### src/rtl/riscv_lsu_pkg.sv
// Shared types and constants for the load/store unit.
package riscv_lsu_pkg;

  localparam logic [2:0] LDST_B  = 3'd0;
  localparam logic [2:0] LDST_H  = 3'd1;
  localparam logic [2:0] LDST_W  = 3'd2;
  localparam logic [2:0] LDST_BU = 3'd4;
  localparam logic [2:0] LDST_HU = 3'd5;

  typedef enum logic [1:0] {IDLE, BUSY, RESP} lsu_state_t;

  // Holding register for one captured core request
  typedef struct packed {
    logic [31:0] addr;
    logic [2:0]  size;
    logic        we;
    logic [31:0] wd;
  } lsu_req_t;

  // Halfword at odd address, or word (incl. codes 3/6/7) not on a word boundary
  function automatic logic is_misaligned(input logic [2:0] size, input logic [1:0] addr_lo);
    if (size[1:0] == 2'b00)      is_misaligned = 1'b0;
    else if (size[1:0] == 2'b01) is_misaligned = addr_lo[0];
    else                         is_misaligned = (addr_lo != 2'b00);
  endfunction

endpackage

### src/rtl/riscv_lsu_align.sv
// Lane steering: store byte enables / data replication, load lane select / extension.
// Size codes with low bits 00 are byte, 01 halfword, anything else word.
module riscv_lsu_align (
  input  logic [2:0]  size_i,
  input  logic [1:0]  addr_lo_i,
  input  logic [31:0] wd_i,
  input  logic [31:0] rd_i,
  output logic [3:0]  be_o,
  output logic [31:0] wd_o,
  output logic [31:0] rd_o
);
  logic             is_b, is_h, sext;
  logic [3:0][7:0]  wd_lanes, rd_lanes;
  logic [7:0]       byte_sel;
  logic [15:0]      half_sel;

  assign is_b = (size_i[1:0] == 2'b00);
  assign is_h = (size_i[1:0] == 2'b01);
  assign sext = ~size_i[2];

  // Byte enables from size and low address bits
  always_comb begin
    be_o = 4'b1111;
    if (is_b)      be_o = 4'b0001 << addr_lo_i;
    else if (is_h) be_o = 4'b0011 << {addr_lo_i[1], 1'b0};
  end

  for (genvar j = 0; j < 4; j++) begin : g_lane
    assign wd_lanes[j] = is_b ? wd_i[7:0] :
                         is_h ? wd_i[8*(j%2) +: 8] : wd_i[8*j +: 8];
  end
  assign wd_o = wd_lanes;

  assign rd_lanes = rd_i;
  assign byte_sel = rd_lanes[addr_lo_i];
  assign half_sel = addr_lo_i[1] ? rd_i[31:16] : rd_i[15:0];

  // Load extension: signed for B/H, zero for BU/HU, word passes through
  always_comb begin
    rd_o = rd_i;
    if (is_b)      rd_o = {{24{sext & byte_sel[7]}}, byte_sel};
    else if (is_h) rd_o = {{16{sext & half_sel[15]}}, half_sel};
  end
endmodule

### src/rtl/riscv_lsu.sv
// Load/store unit between the core data port and a word-addressed memory.
// Optional macro LSU_MISALIGN_CHK_EN: misaligned H/W accesses skip memory and
// report misalign_o in RESP; otherwise misalign_o stays 0.
module riscv_lsu #(
  parameter int unsigned TIMEOUT_CYCLES = 255
) (
  input  logic        clk_i,
  input  logic        rst_ni,
  input  logic        core_req_i,
  input  logic        core_we_i,
  input  logic [2:0]  core_size_i,
  input  logic [31:0] core_addr_i,
  input  logic [31:0] core_wd_i,
  output logic [31:0] core_rd_o,
  output logic        core_stall_o,
  output logic        mem_req_o,
  output logic        mem_we_o,
  output logic [3:0]  mem_be_o,
  output logic [31:0] mem_addr_o,
  output logic [31:0] mem_wd_o,
  input  logic [31:0] mem_rd_i,
  input  logic        mem_ready_i,
  output logic        bus_err_o,
  output logic        misalign_o
);
  import riscv_lsu_pkg::*;

  localparam logic [15:0] CNT_MAX = 16'(TIMEOUT_CYCLES - 1);

  lsu_state_t  state_q, state_d;
  lsu_req_t    req_q;
  logic [31:0] rdata_q;
  logic [15:0] cnt_q;
  logic        err_q, mis_q;
  logic [3:0]  be;
  logic [31:0] wd_rep, rd_ext;
  logic        timeout, misaligned;

  assign timeout = (cnt_q == CNT_MAX);

`ifdef LSU_MISALIGN_CHK_EN
  assign misaligned = is_misaligned(core_size_i, core_addr_i[1:0]);
`else
  assign misaligned = 1'b0;
`endif

  riscv_lsu_align u_align (
    .size_i    (req_q.size),
    .addr_lo_i (req_q.addr[1:0]),
    .wd_i      (req_q.wd),
    .rd_i      (mem_rd_i),
    .be_o      (be),
    .wd_o      (wd_rep),
    .rd_o      (rd_ext)
  );

  // State register
  always_ff @(posedge clk_i or negedge rst_ni) begin
    if (!rst_ni) state_q <= IDLE;
    else         state_q <= state_d;
  end

  // Next state, stall and memory request
  always_comb begin
    state_d      = state_q;
    core_stall_o = 1'b0;
    mem_req_o    = 1'b0;
    case (state_q)
      IDLE: begin
        core_stall_o = core_req_i;
        if (core_req_i) state_d = misaligned ? RESP : BUSY;
      end
      BUSY: begin
        core_stall_o = 1'b1;
        mem_req_o    = 1'b1;
        if (mem_ready_i || timeout) state_d = RESP;
      end
      RESP:    state_d = IDLE;
      default: state_d = IDLE;
    endcase
  end

  // Request capture, timeout counter and response data/flags
  always_ff @(posedge clk_i or negedge rst_ni) begin
    if (!rst_ni) begin
      req_q   <= '0;
      rdata_q <= '0;
      cnt_q   <= '0;
      err_q   <= 1'b0;
      mis_q   <= 1'b0;
    end else begin
      case (state_q)
        IDLE: if (core_req_i) begin
          req_q <= '{addr: core_addr_i, size: core_size_i, we: core_we_i, wd: core_wd_i};
          cnt_q <= '0;
          err_q <= 1'b0;
          mis_q <= misaligned;
          if (misaligned) rdata_q <= '0;
        end
        BUSY: begin
          cnt_q <= cnt_q + 16'd1;
          if (mem_ready_i) begin
            if (!req_q.we) rdata_q <= rd_ext;
          end else if (timeout) begin
            rdata_q <= '0;
            err_q   <= 1'b1;
          end
        end
        default: ;
      endcase
    end
  end

  assign mem_we_o   = mem_req_o & req_q.we;
  assign mem_be_o   = mem_req_o ? be : 4'b0000;
  assign mem_addr_o = {req_q.addr[31:2], 2'b00};
  assign mem_wd_o   = wd_rep;
  assign core_rd_o  = rdata_q;
  assign bus_err_o  = (state_q == RESP) & err_q;
  assign misalign_o = (state_q == RESP) & mis_q;
endmodule

### config.mk
export PLATFORM = sky130hd
export DESIGN_NAME = riscv_lsu
export DESIGN_NICKNAME = d
export VERILOG_FILES = /design/src/rtl/riscv_lsu_pkg.sv /design/src/rtl/riscv_lsu_align.sv /design/src/rtl/riscv_lsu.sv
export SDC_FILE = /design/constraint.sdc
export NUM_CORES = 1
export LEC_CHECK = 0
export BUFFER_PORTS_ARGS = -buffer_cell sky130_fd_sc_hd__buf_2
export CORE_MARGIN = 5
export CORE_UTILIZATION = 54
export CTS_BUF_LIST = sky130_fd_sc_hd__clkbuf_4 sky130_fd_sc_hd__clkbuf_8
export DETAILED_ROUTE_END_ITERATION = 12
export PLACE_DENSITY = 0.86
export SYNTH_ARGS = -nofsm -noshare
export SYNTH_HDL_FRONTEND = slang
export SYNTH_HIERARCHICAL = 1
export SYNTH_SLANG_ARGS = --single-unit
export TNS_END_PERCENT = 5
### constraint.sdc
create_clock -name clk_i -period 2.39 [get_ports clk_i]
set_input_delay 0.1195 -clock clk_i [delete_from_list [all_inputs] [get_ports clk_i]]
set_output_delay 0.1195 -clock clk_i [all_outputs]
set_load 0.005 [all_outputs]
==> results.txt, run 1 <==
- Number of remaining DRC errors: 0
- Hold/Removal Path Class: in -> reg
* Post-CTS setup repair buffer count: 0
- Synthesis inferred 119 register bits.
- In this design, the stage delay of the slowest critical-path cell is 0.47 ns.
* Post-synthesis sequential area ratio: 43.8%
* Outcome: complete, no violations
- The initial antenna violation count is 0.
* Boundary pin count: 209
* Top cells by instance count after synthesis: sky130_fd_sc_hd__nand2_1, sky130_fd_sc_hd__dfrtp_1, sky130_fd_sc_hd__buf_4
* Final hold violation count: 0
* Share of async-settable or async-resettable flops after synthesis: 100%
- Ranked by total cell area, the synthesized netlist is headed by sky130_fd_sc_hd__dfrtp_1, sky130_fd_sc_hd__nand2_1, sky130_fd_sc_hd__buf_4, sky130_fd_sc_hd__a221o_1, sky130_fd_sc_hd__a22o_1.
- Time the worst path needs with I/O delays and setup: 2.25 ns
- Count of fill cells added during filler insertion: 882
- The detail route stage leaves a number of antenna-violating nets equal to 0.
* Dominant cell by count in the synthesized netlist: sky130_fd_sc_hd__nand2_1
* Highest clock frequency the design can meet: 445 MHz
- After the first detailed-routing iteration, the DRC count stood at 741.
- The number of cells on the worst reg-to-reg path is 5.
- TritonCTS clock tree: yes
- Final worst slack: 0.143 ns
* Number of buffers added on ports: 205
* Largest clock skew in the final design: 0.00979 ns
- Clock-pin slew was measured on the worst setup and hold paths at 0.07 ns.
* Cell Int Power: 6.34 mW
* Placed cell count: 1061
- Inserted Clock Buffers: 17
- Congestion Overflow GR: 0
* Max VDD drop: 693 µV
- Walking the worst path, the cells encountered are nor2_1, buf_4, mux2_2, buf_2.
- For this run, the number of Yosys warnings is 6.
- Overall Global Routing Usage: 29.3%
* Maximum Capacitance Violations: 0
* Switch share: 38.7%
- Die boundary height: 122 µm
* Weighted congestion at the end of routability-driven global placement: 0.849
* Share of the synthesized area in the top cell type: 43.8%
* Number of gates on the worst path with buffers counted: 4
- Setup repair after global routing missed its margin: no
- Effective utilization at floorplan: 54.5%
- The first global-routing pass estimated 34200 µm of wire.
* Number of standard cells in the layout, taps in and fillers out: 1163
* Gate Count Post-Synth: 755
- Sum of negative setup slack: 0 ns
- Prior to clock tree synthesis, the placed netlist has a worst setup slack of 0.233 ns.
- At the pin with the least slew margin, the transition time is 0.722 ns.
- For this design the static power due to leakage is 4.36 nW.
- Startpoint Class: register
* Area Overhead vs Synth: 29.2%
* # resized after CTS: 0
* Final HPWL from detailed placement: 13300 µm
- The most used flip-flop cell after synthesis is sky130_fd_sc_hd__dfrtp_1.
* Syn avg cell area: 9.00 µm²
* Classification of the worst setup path: reg -> out
- Multi-input gate area: 0.00317 mm²
* Required time at the worst-slack endpoint: 2.27 ns
- The clock tree synthesis step divided the H-tree into 4 levels.
- The share of total power dissipated in combinational logic is 45.6%.
* Number of instances on the worst hold path: 5
* Mean number of vias per cell: 5.77
* Netlist Area Pre-Place: 0.00679 mm²
- Entering global routing, the biggest net connects 43 pins.
- Drt pass-1 iters: 6
* Clock latency of the later-clocked register in the worst-skew pair: 0.44 ns
- EDFF count, synth: 0
* Via count of the first global-routing pass: 6607
- Clk sinks: 119
- Power density normalized to cell area: 1180 mW/mm²
- Area inside the core boundary: 0.0125 mm²
- Final setup vio count: 0
- Max-slew violation count: 0
* Post-synth top area cell: sky130_fd_sc_hd__dfrtp_1
- In this run, flip-flops and latches consume 33.4% of the power.
- Final critical-path share of the clock period: 94.0%
- The final layout contains routed wiring with a total length of 21900 µm.
- Number of buffers between clock root and the deepest sink: 2
* Net count, final: 1083
- Critical path capture point type: output port
- Summed over all nets, the switching power comes to 4.01 mW.
- In this run the clock root is driven by a sky130_fd_sc_hd__clkbuf_8.
- Number of distinct library cells after synthesis: 51
* Max-slew headroom: 51.9%
- Together, buffers and inverters on the worst path number 2.
- Wire length per cell after detailed routing: 18.8 µm
- The die covers 0.0149 mm².
- Vias post-DR: 6706
- Top delay family on crit path: flip-flops
- The initialized floorplan defines 41 standard-cell rows.
- The clock network accounts for 21.0% of the total power.
* Largest driver fanout on the critical path: 8
- Critical Path AT: 2.13 ns
- The die is 122 µm wide.
- Critical-path cell with the highest stage delay: sky130_fd_sc_hd__dfrtp_1
- Cells with a size suffix above 1 make up 30.1% of the layout.
- Registers take 0.00298 mm².
[what timing repair did]
action,CTS,global route
hold endpoints to repair,104,0
hold buffers,69,0
endpoints found under the setup margin,0,0
[registers in the layout (all words and copies together), names as in the netlist]
signal / cells
cnt_q: 16
mem_addr_o: 30
err_q: 1
core_rd_o: 32
state_q: 2
req_q: 38
[cell type report]
type | instances | share of cell area (%)
Clock inverter | 11 | 2.24
Antenna cell | 1 | 0.0285
Timing Repair Buffer | 298 | 21.8
Sequential cell | 119 | 34.0
Tap cell | 172 | 2.45
Clock buffer | 21 | 3.08
Multi-Input combinational cell | 534 | 36.2
Inverter | 7 | 0.299
[through the flow]
step                      utilization [%]  power, mW  area [µm²]  hold WS (ns)
after CTS                            70.4       10.2        8770         0.154
final                                70.4       10.3        8770         0.183
after global placement               61.1       7.71        7610         0.135
after detailed placement             61.1       7.88        7610         0.140
after floorplan                         -       6.56        6800        -0.176
after global routing                 70.4       11.0        8770         0.187
[worst register-to-register path, stage by stage, from the launching register on]
cell and delay [ns]:
sky130_fd_sc_hd__dfrtp_1 0.41, sky130_fd_sc_hd__or4_4 0.55, sky130_fd_sc_hd__nor4_4 0.35, sky130_fd_sc_hd__nor2_2 0.05
sky130_fd_sc_hd__buf_4 0.28, sky130_fd_sc_hd__a221o_2 0.43
[layout by cell type, fill, tap and decap left out, types with 3 or more instances in the layout]
cell / Yosys / routed
sky130_fd_sc_hd__nand2_1: 238 / 237
sky130_fd_sc_hd__buf_2: 9 / 204
sky130_fd_sc_hd__dfrtp_1: 119 / 118
sky130_fd_sc_hd__dlygate4sd3_1: 2 / 69
sky130_fd_sc_hd__and2_1: 38 / 37
sky130_fd_sc_hd__o21ai_0: 35 / 35
sky130_fd_sc_hd__a22o_1: 32 / 32
sky130_fd_sc_hd__a221o_1: 31 / 31
sky130_fd_sc_hd__buf_4: 42 / 24
sky130_fd_sc_hd__nor2b_1: 22 / 22
sky130_fd_sc_hd__mux2i_1: 21 / 21
sky130_fd_sc_hd__clkbuf_8: 1 / 18
sky130_fd_sc_hd__mux2_2: 17 / 17
sky130_fd_sc_hd__nor2_1: 13 / 12
sky130_fd_sc_hd__o211ai_1: 10 / 10
sky130_fd_sc_hd__nand3_1: 9 / 9
sky130_fd_sc_hd__a22oi_1: 8 / 8
sky130_fd_sc_hd__inv_1: 6 / 6
sky130_fd_sc_hd__nand4_1: 5 / 5
sky130_fd_sc_hd__bufinv_16: 0 / 5
sky130_fd_sc_hd__a221o_2: 4 / 4
sky130_fd_sc_hd__o22ai_1: 4 / 4
sky130_fd_sc_hd__a221oi_1: 4 / 4
sky130_fd_sc_hd__nand2b_1: 3 / 3
sky130_fd_sc_hd__and3_1: 3 / 3
sky130_fd_sc_hd__a31oi_1: 3 / 3
sky130_fd_sc_hd__a21oi_1: 3 / 3
sky130_fd_sc_hd__conb_1: 1 / 3
sky130_fd_sc_hd__clkbuf_4: 0 / 3
sky130_fd_sc_hd__a21o_1: 3 / 3
[cells by family (layout without fill, tap and decap cells)]
family,Yosys count,in the layout,share of synthesized area (%)
buffers and inverters,104,337,9.67
adder cells (fa/ha/maj),2,2,0.368
flip-flops,119,119,43.8
other,1,4,0.0552
multiplexers,40,40,6.57
AO/OA/AOI/OAI,145,145,16.6
AND/OR/NAND/NOR,344,344,22.9
[power groups by stage]
stage          registers [mW]  logic, mW  clock network [mW]
2_1_floorplan            3.27       3.29                   0
3_5_place_dp             3.42       4.46                   0
6_report                 3.46       4.72                2.17
4_1_cts                  3.40       4.58                2.19
5_1_grt                  3.55       5.13                2.28
3_3_place_gp             3.39       4.32                   0
[worst paths after layout]
check / slack, ns / startpoint / endpoint
min in group asynchronous: 0.20 / rst_ni / state_q[0]
max reg2reg: 0.21 / cnt_q[13] / core_rd_o[1]
max: 0.14 / req_q[33] / mem_wd_o[14]
max in group asynchronous: 1.50 / rst_ni / cnt_q[15]
min reg2reg: 0.47 / mem_addr_o[13] / mem_addr_o[13]
min: 0.18 / core_req_i / cnt_q[1]
[layer usage]
| layer | vias up | GRT usage [%] | wire [µm] |
|---|---|---|---|
| li1 | 3004 | - | - |
| met1 | 3215 | 35.9 | 8350 |
| met2 | 417 | 48.8 | 10700 |
| met3 | 70 | 9.24 | 2200 |
| met4 | 0 | 11.1 | 673 |
| met5 | - | 0 | 0 |
Power figures use the tool's default switching activity.
==> inputs of run 2 (changes only) <==
--- a/config.mk
+++ b/config.mk
@@ -7,10 +7,10 @@
 export LEC_CHECK = 0
 export BUFFER_PORTS_ARGS = -buffer_cell sky130_fd_sc_hd__buf_2
 export CORE_MARGIN = 5
-export CORE_UTILIZATION = 54
+export CORE_UTILIZATION = 31
 export CTS_BUF_LIST = sky130_fd_sc_hd__clkbuf_4 sky130_fd_sc_hd__clkbuf_8
 export DETAILED_ROUTE_END_ITERATION = 12
-export PLACE_DENSITY = 0.86
+export PLACE_DENSITY = 0.56
 export SYNTH_ARGS = -nofsm -noshare
 export SYNTH_HDL_FRONTEND = slang
 export SYNTH_HIERARCHICAL = 1
==> run 2 against run 1 <==
  * Clock-buffer cell count is 2 lower
  * Clock skew is 0.0049 ns higher
  * Fmax is 1.7% higher
==> results.txt, run 2 (same netlist as run 1, synthesis figures left out) <==
- The total wirelength of the detailed-routed design is 21400 µm (-2.5%).
* Static power due to leakage: 4.31 nW (-1.2%)
* Largest driver fanout on the critical path: 21 (+13)
* Final setup vio count: 0 (unchanged)
- Wire length per cell after detailed routing: 16.9 µm (-11%)
- Largest clock skew in the final design: 0.0147 ns (+0.00493 ns)
- By startpoint and endpoint, the worst setup path is classified as reg -> out.
* Pin count of the biggest net entering global routing: 78 (+81%)
- Clock latency of the later-clocked register in the worst-skew pair: 0.44 ns (about the same)
- The die extent in x is 158 µm (+29%).
* Final hold violation count: 0 (unchanged)
- Layout cell share with drive strength beyond 1: 30.1% (-0.040 points)
- The switching power of the nets came to 3.89 mW (-2.9%).
* Inserted Clock Buffers: 17 (unchanged)
- Worst Tran Pin Value: 0.914 ns (+0.192 ns)
- Max-slew violation count: 0 (unchanged)
- Cell Int Power: 5.82 mW (-8.3%)
- The power per unit of standard cell area is 1100 mW/mm² (-6.6%).
- Post-route ant nets: 0 (unchanged)
- The via count of the first global-routing pass came to 6200 (-6.2%).
- Most used cells in the layout excluding fill and tap cells: sky130_fd_sc_hd__nand2_1, sky130_fd_sc_hd__buf_2, sky130_fd_sc_hd__dfrtp_1
- The net count reported at finish came to 1081 (-0.18%).
- Outcome: complete, no violations
* Fraction of power consumed by combinational cells: 47.5% (+1.9 points)
* Number of standard cells in the layout, taps in and fillers out: 1268 (+9.0%)
- The die area is 0.0250 mm² (+67%).
- The total DRC errors in the routed layout came to 0 (unchanged).
* Overall Global Routing Usage: 17.0% (-12 points)
- The flip-flop count of the largest register after layout is 38 (unchanged).
- Drt first-iter violations: 295 (-60%)
* Max VDD drop: 442 µV (-36%)
- The slack of the critical path is 0.181 ns (+0.0383 ns).
- The highest clock rate is 453 MHz (+1.7%).
- Sum of negative setup slack: 0 ns (unchanged)
- The count of max-cap constraint violations came to 0 (unchanged).
- Die boundary height: 158 µm (+29%)
* Antenna fix cells: 0 (-1)
- The placer's final routability congestion estimate came to 0.797 (-6.2%).
- Commonest non-fill, non-tap cell in the layout: sky130_fd_sc_hd__nand2_1
- The share of total power consumed by net switching came to 40.1% (+1.4 points).
* Drt pass-1 iters: 5 (-1)
- Hold/Removal Path Class: in -> reg
* Congestion Overflow GR: 0 (unchanged)
* Number of buffers between clock root and the deepest sink: 2 (unchanged)
- The via count of the routed design came to 6175 (-7.9%).
- The cell count after placement came to 1167 (+10%).
- Dpl ws: 0.218 ns (-0.0149 ns)
- Antenna violations before repair: 1 (+1)
- Startpoint Class: register
- Clk sinks: 119 (unchanged)
- Sequential fraction of design power: 35.1% (+1.7 points)
- The post-DP HPWL is 14300 µm (+7.5%).
- The clock-pin slew of the registers on the worst-case setup and hold paths came to 0.08 ns (about the same).
- Setup repair after global routing missed its margin: no
- Required time at the worst-slack endpoint: 2.27 ns (about the same)
- The count of input and output buffers came to 205 (unchanged).
* Area inside the core boundary: 0.0217 mm² (+74%)
- The wire length of the first global-routing pass came to 33400 µm (-2.4%).
- The proportion of power drawn by the clock network came to 17.3% (-3.7 points).
- TritonCTS built the clock tree.
- Time the worst path needs with I/O delays and setup: 2.21 ns (-0.0383 ns)
* Area Overhead vs Synth: 29.7%
* Max-slew headroom: 38.9% (-13 points)
* Final critical-path share of the clock period: 92.4% (-1.6 points)
* Boundary pin count: 209 (unchanged)
- Number of cell rows: 54 (+32%)
- Mean number of vias per cell: 4.87 (-16%)
- Cell at the root of the clock tree: sky130_fd_sc_hd__clkbuf_8
- Critical path capture point type: output port
- The data arrival time of the critical path is 2.09 ns (-0.04 ns).
- Register with the most flip-flops: req_q
* Effective utilization at floorplan: 31.3% (-23 points)
- The number of H-tree levels was 4 (unchanged).
[run 2: path summary, 6_finish.rpt]
check                             start            end  slack, ns  depth (start not counted)
hold reg to reg               req_q[21]      req_q[21]       0.48                          2
hold / removal             mem_rd_i[12]  core_rd_o[12]       0.20                          5
max in group asynchronous        rst_ni      req_q[12]       1.63                          3
setup reg to reg              req_q[37]   core_rd_o[2]       0.20                          4
min in group asynchronous        rst_ni  core_rd_o[30]       0.25                          3
setup / recovery              req_q[34]    mem_wd_o[8]       0.18                          5
[run 2: worst max-delay path: stages (launching register included)]
cell                      delay [ns]
sky130_fd_sc_hd__dfrtp_2        0.42
sky130_fd_sc_hd__buf_4          0.20
sky130_fd_sc_hd__nor2_2         0.25
sky130_fd_sc_hd__buf_4          0.26
sky130_fd_sc_hd__mux2_2         0.37
sky130_fd_sc_hd__buf_2          0.14
[run 2: cell type report]
cell class / instances / area (µm²)
Inverter: 7 / 26.3
Clock buffer: 19 / 255
Sequential cell: 119 / 2980
Tap cell: 280 / 350
Timing Repair Buffer: 296 / 1930
Multi-Input combinational cell: 534 / 3180
Fill cell: 2165 / 12900
Clock inverter: 13 / 98.8
[run 2: metal layers]
metal,wire length [µm],track usage [%],vias up,part of all wire (%)
met5,7,0,-,0.033
met1,9160,22.0,2923,43
met3,1890,5.60,21,8.8
met4,255,4.55,2,1.2
li1,-,-,2998,-
met2,10100,27.3,231,47
[run 2: power by group through the flow]
stage	clock, mW	sequential (mW)	combinational, mW
after global routing	1.84	3.53	5.16
after global placement	0	3.41	4.53
final	1.68	3.41	4.61
after CTS	1.75	3.41	4.67
after floorplan	0	3.27	3.29
after detailed placement	0	3.43	4.57
[run 2: what timing repair did]
item | in CTS | in global routing
cloned | 0 | 0
endpoints found under the setup margin | 1 | 3
hold buffers | 69 | 0
setup buffers | 0 | 0
pin swaps | 0 | 0
hold endpoints to repair | 187 | 0
resized for setup | 1 | 1
[run 2: metrics by stage]
stage	instance area, µm²	hold WS, ns	power [mW]	utilization [%]
floorplan	6800	-0.176	6.56	-
global placement	7760	0.197	7.94	35.8
detailed placement	7760	0.191	8.00	35.8
CTS	8810	0.157	9.83	40.6
global route	8810	0.184	10.5	40.6
finish	8810	0.201	9.71	40.6
==> inputs of run 3 (changes only) <==
--- a/config.mk
+++ b/config.mk
@@ -5,12 +5,16 @@
 export SDC_FILE = /design/constraint.sdc
 export NUM_CORES = 1
 export LEC_CHECK = 0
+export ABC_AREA = 1
 export BUFFER_PORTS_ARGS = -buffer_cell sky130_fd_sc_hd__buf_2
+export CELL_PAD_IN_SITES_DETAIL_PLACEMENT = 1
+export CELL_PAD_IN_SITES_GLOBAL_PLACEMENT = 1
 export CORE_MARGIN = 5
 export CORE_UTILIZATION = 31
 export CTS_BUF_LIST = sky130_fd_sc_hd__clkbuf_4 sky130_fd_sc_hd__clkbuf_8
 export DETAILED_ROUTE_END_ITERATION = 12
-export PLACE_DENSITY = 0.56
+export GPL_TIMING_DRIVEN = 0
+export PLACE_DENSITY = 0.74
 export SYNTH_ARGS = -nofsm -noshare
 export SYNTH_HDL_FRONTEND = slang
 export SYNTH_HIERARCHICAL = 1
==> run 3 against run 2 <==
  * Hold slack got worse by 0.14 ns
  * Clock power rose by 13%
  * First-iteration DRC count fell by 3.1%
  * Synthesized area fell by 3.4%
==> results.txt, run 3 <==
* Cell area after layout: 0.00905 mm² (+2.7%)
* Synthesis warning total: 6 (unchanged)
- Cell at the root of the clock tree: sky130_fd_sc_hd__clkbuf_8
* Register with the most flip-flops: req_q
- The placer's final routability congestion estimate is 0.843 (+5.8%).
- Among cell families on the critical path, the largest total delay comes from buffers and inverters.
* EDFF count, synth: 0 (unchanged)
- Global routing usage on met1: 26.4% (+4.4 points)
* Max VDD drop: 440 µV (-0.47%)
* Antenna violations before repair: 1 (unchanged)
- The number of nets with antenna violations after detailed routing was 0 (unchanged).
- Syn avg cell area: 7.13 µm² (-21%)
- Total wirelength of the detailed-routed design: 25800 µm (+21%)
- Global-route met2 utilization: 37.0% (+9.6 points)
- Highest-utilization routing layer at the global route stage: met2
* Total die area: 0.0242 mm² (-3.2%)
* Share of the synthesized area in the top cell type: 45.4% (+1.5 points)
- The wire length of the first global-routing pass came to 41400 µm (+24%).
- Highest clock frequency the design can meet: 463 MHz (+2.3%)
* Vias post-DR: 6981 (+13%)
- The post-placement worst setup slack is 0.571 ns (+0.353 ns).
- Cell Int Power: 5.47 mW (-5.9%)
* Clock transition at the registers of the reported paths: 0.08 ns (about the same)
- The maximum number of pins on one net before global-route repair is 88 (+13%).
- H-tree depth: 4 (unchanged)
- The netlist area before placement was 0.00656 mm² (-3.4%).
- In the post-synthesis netlist, the biggest area contributors are sky130_fd_sc_hd__dfrtp_1, sky130_fd_sc_hd__nand2_1, sky130_fd_sc_hd__buf_4, sky130_fd_sc_hd__inv_1, sky130_fd_sc_hd__nand4_1.
- The core box area is 0.0210 mm² (-3.4%).
- Number of distinct library cells after synthesis: 29 (-43%)
- Fraction of power consumed by combinational cells: 46.6% (-0.9 points)
- The count of final hold-check violations was 0 (unchanged).
- Clk sinks: 119 (unchanged)
- The synthesized design spends more area on one cell type than any other, namely sky130_fd_sc_hd__dfrtp_1.
- The number of fill cells came to 2722 (+26%).
- The proportion of power drawn by the clock network came to 19.5% (+2.2 points).
- The post-DP HPWL is 18100 µm (+26%).
* Top cells by instance count after synthesis: sky130_fd_sc_hd__nand2_1, sky130_fd_sc_hd__dfrtp_1, sky130_fd_sc_hd__inv_1
- Max-slew headroom: 57.6% (+19 points)
- Slowest Stage Delay on Critical Path: 0.40 ns (-0.02 ns)
- Final setup vio count: 0 (unchanged)
* Number of buffers between clock root and the deepest sink: 2 (unchanged)
- Met3 demand-to-capacity share in global routing: 6.43% (+0.82 points)
* Post-synthesis sequential area ratio: 45.4% (+1.5 points)
* Via count of the first global-routing pass: 7702 (+24%)
- Startpoint Class: register
- The total overflow reported by the global router came to 0 (unchanged).
* TritonCTS clock tree: yes
* Maximum Capacitance Violations: 0 (unchanged)
- The slew of the pin with the lowest slew margin came to 0.637 ns (-0.277 ns).
- Dominant cell by count in the synthesized netlist: sky130_fd_sc_hd__nand2_1
* Overall Global Routing Usage: 21.7% (+4.7 points)
- Wire length per cell after detailed routing: 17.1 µm (+1.6%)
* Static power due to leakage: 5.21 nW (+21%)
- Drt first-iter violations: 286 (-3.1%)
* Critical Path AT: 2.04 ns (-0.05 ns)
* Most instantiated flip-flop cell in the synthesis netlist: sky130_fd_sc_hd__dfrtp_1
* Clock latency of the later-clocked register in the worst-skew pair: 0.45 ns (about the same)
* Drt pass-1 iters: 4 (-1)
- The required time of the worst setup path is 2.27 ns (about the same).
* Sequential fraction of design power: 34.0% (-1.1 points)
- The cell count after placement is 1403 (+20%).
- The buffering stage count on the worst path with inverters included came to 6 (+3).
- The share of the clock period used by the worst path came to 90.3% (-2.1 points).
- Relative to the synthesized area, the layout overhead comes to 37.9%.
- Traced cell by cell, the critical path runs through buf_6, inv_6, nand2_4, nor2_4, inv_2, buf_6, nand2_1, nand2_1, inv_1, nor2_1, buf_2.
* Flip-flop and latch count after synthesis: 119 (unchanged)
- The die extent in x was 156 µm (-1.6%).
- The boundary pin count came to 209 (unchanged).
* Number of buffers added on ports: 204 (-0.49%)
- The fraction of layout cells with a size suffix above 1 is 26.9% (-3.1 points).
- The TritonCTS buffer count is 17 (unchanged).
* Net count, final: 1322 (+22%)
* Power density normalized to cell area: 1080 mW/mm² (-2.2%)
* Die boundary height: 156 µm (-1.6%)
- Most used cells in the layout excluding fill and tap cells: sky130_fd_sc_hd__nand2_1, sky130_fd_sc_hd__buf_2, sky130_fd_sc_hd__dfrtp_1
- Classification of the worst setup path: reg -> out
- Gate Count Post-Synth: 921 (+22%)
* Critical-path cell with the highest stage delay: sky130_fd_sc_hd__dfrtp_1
- The total DRC errors in the routed layout is 0 (unchanged).
- Max-slew violation count: 0 (unchanged)
- Mean number of vias per cell: 4.64 (-4.8%)
* Share of async-settable or async-resettable flops after synthesis: 100% (unchanged)
- Setup repair after global routing missed its margin: no
- Final worst slack: 0.231 ns (+0.0499 ns)
* Hold/Removal Path Class: in -> reg
- Post-route worst hold slack: 0.0564 ns (-0.144 ns)
* Largest clock skew in the final design: 0.00835 ns (-0.00637 ns)
* Standard cell area after detailed placement: 0.00797 mm² (+2.7%)
* Number of cell rows: 53 (-1.9%)
* Critical path capture point type: output port
* Net switching power of the design: 4.28 mW (+10%)
- Number of standard cells in the layout, taps in and fillers out: 1505 (+19%)
- Sum of negative setup slack: 0 ns (unchanged)
- The run finished with clean final reports.
* Commonest non-fill, non-tap cell in the layout: sky130_fd_sc_hd__nand2_1
- The largest fanout of any net on the critical path is 10 (-52%).
- The flip-flop count of the largest register after layout came to 38 (unchanged).
- Time the worst path needs with I/O delays and setup: 2.16 ns (-0.0499 ns)
- The starting density of the core is 31.3% (about the same).
- The share of total power consumed by net switching is 43.9% (+3.8 points).
==> run 3: worst paths after layout <==
path	start	endpoint	slack (ns)	cells past startpoint
min	core_req_i	cnt_q[2]	0.06	4
max in group asynchronous	rst_ni	cnt_q[6]	1.51	3
min in group asynchronous	rst_ni	core_rd_o[7]	0.12	2
min reg2reg	core_rd_o[20]	core_rd_o[20]	0.47	2
max reg2reg	state_q[1]	req_q[35]	0.62	6
max	req_q[34]	mem_be_o[0]	0.23	11
==> run 3: power by group through the flow <==
stage	Sequential (mW)	Combinational (mW)	Clock [mW]
global placement	3.30	4.30	0
finish	3.31	4.54	1.90
detailed placement	3.32	4.41	0
floorplan	3.20	2.58	0
global route	3.41	5.13	2.03
CTS	3.29	4.51	1.95
==> run 3: logic make-up after synthesis <==
family,count (synthesis),synth area share [%]
adders and majority gates,2,0.381
AOI/OAI and AO/OA,40,3.43
DFF,119,45.4
muxes,1,0.153
other,1,0.0571
and+or+nand+nor,595,37.8
buffers and inverters,163,12.8
==> run 3: layout make-up <==
class	instances	area, µm²	share of cell area (%)
repair buffers	274	1750	19.3
well taps	275	344	3.80
clock inverters	15	155	1.71
diodes	1	2.50	0.0276
clock buffers	17	234	2.58
plain buffers	83	537	5.93
inverters	80	305	3.37
flip-flops and latches	119	2980	32.9
multi-input cells	641	2750	30.4
==> run 3: what timing repair did <==
action,in CTS,in global routing
hold buffers,69,0
buffers inserted,0,0
setup endpoints to repair,0,0
hold endpoints to repair,187,0
gates resized for setup,0,0
==> run 3: worst reg2reg max path, stage by stage, from the launching register on <==
cell	delay [ns]
sky130_fd_sc_hd__dfrtp_1	0.38
sky130_fd_sc_hd__inv_2	0.08
sky130_fd_sc_hd__nand2_2	0.10
sky130_fd_sc_hd__nor2_4	0.27
sky130_fd_sc_hd__clkbuf_1	0.54
sky130_fd_sc_hd__nand2_1	0.22
sky130_fd_sc_hd__nand2_1	0.12
==> run 3: through the flow <==
stage / utilization, % / power, mW
3_3_place_gp: 37.9 / 7.60
5_1_grt: 43.2 / 10.6
3_5_place_dp: 38.0 / 7.73
6_report: 43.2 / 9.76
4_1_cts: 43.2 / 9.75
2_1_floorplan: - / 5.78
==> run 3: metal layers <==
layer / wire, µm / vias up
li1: - / 3399
met1: 10900 / 3308
met2: 12400 / 234
met3: 1900 / 40
met4: 550 / 0
met5: 0 / -
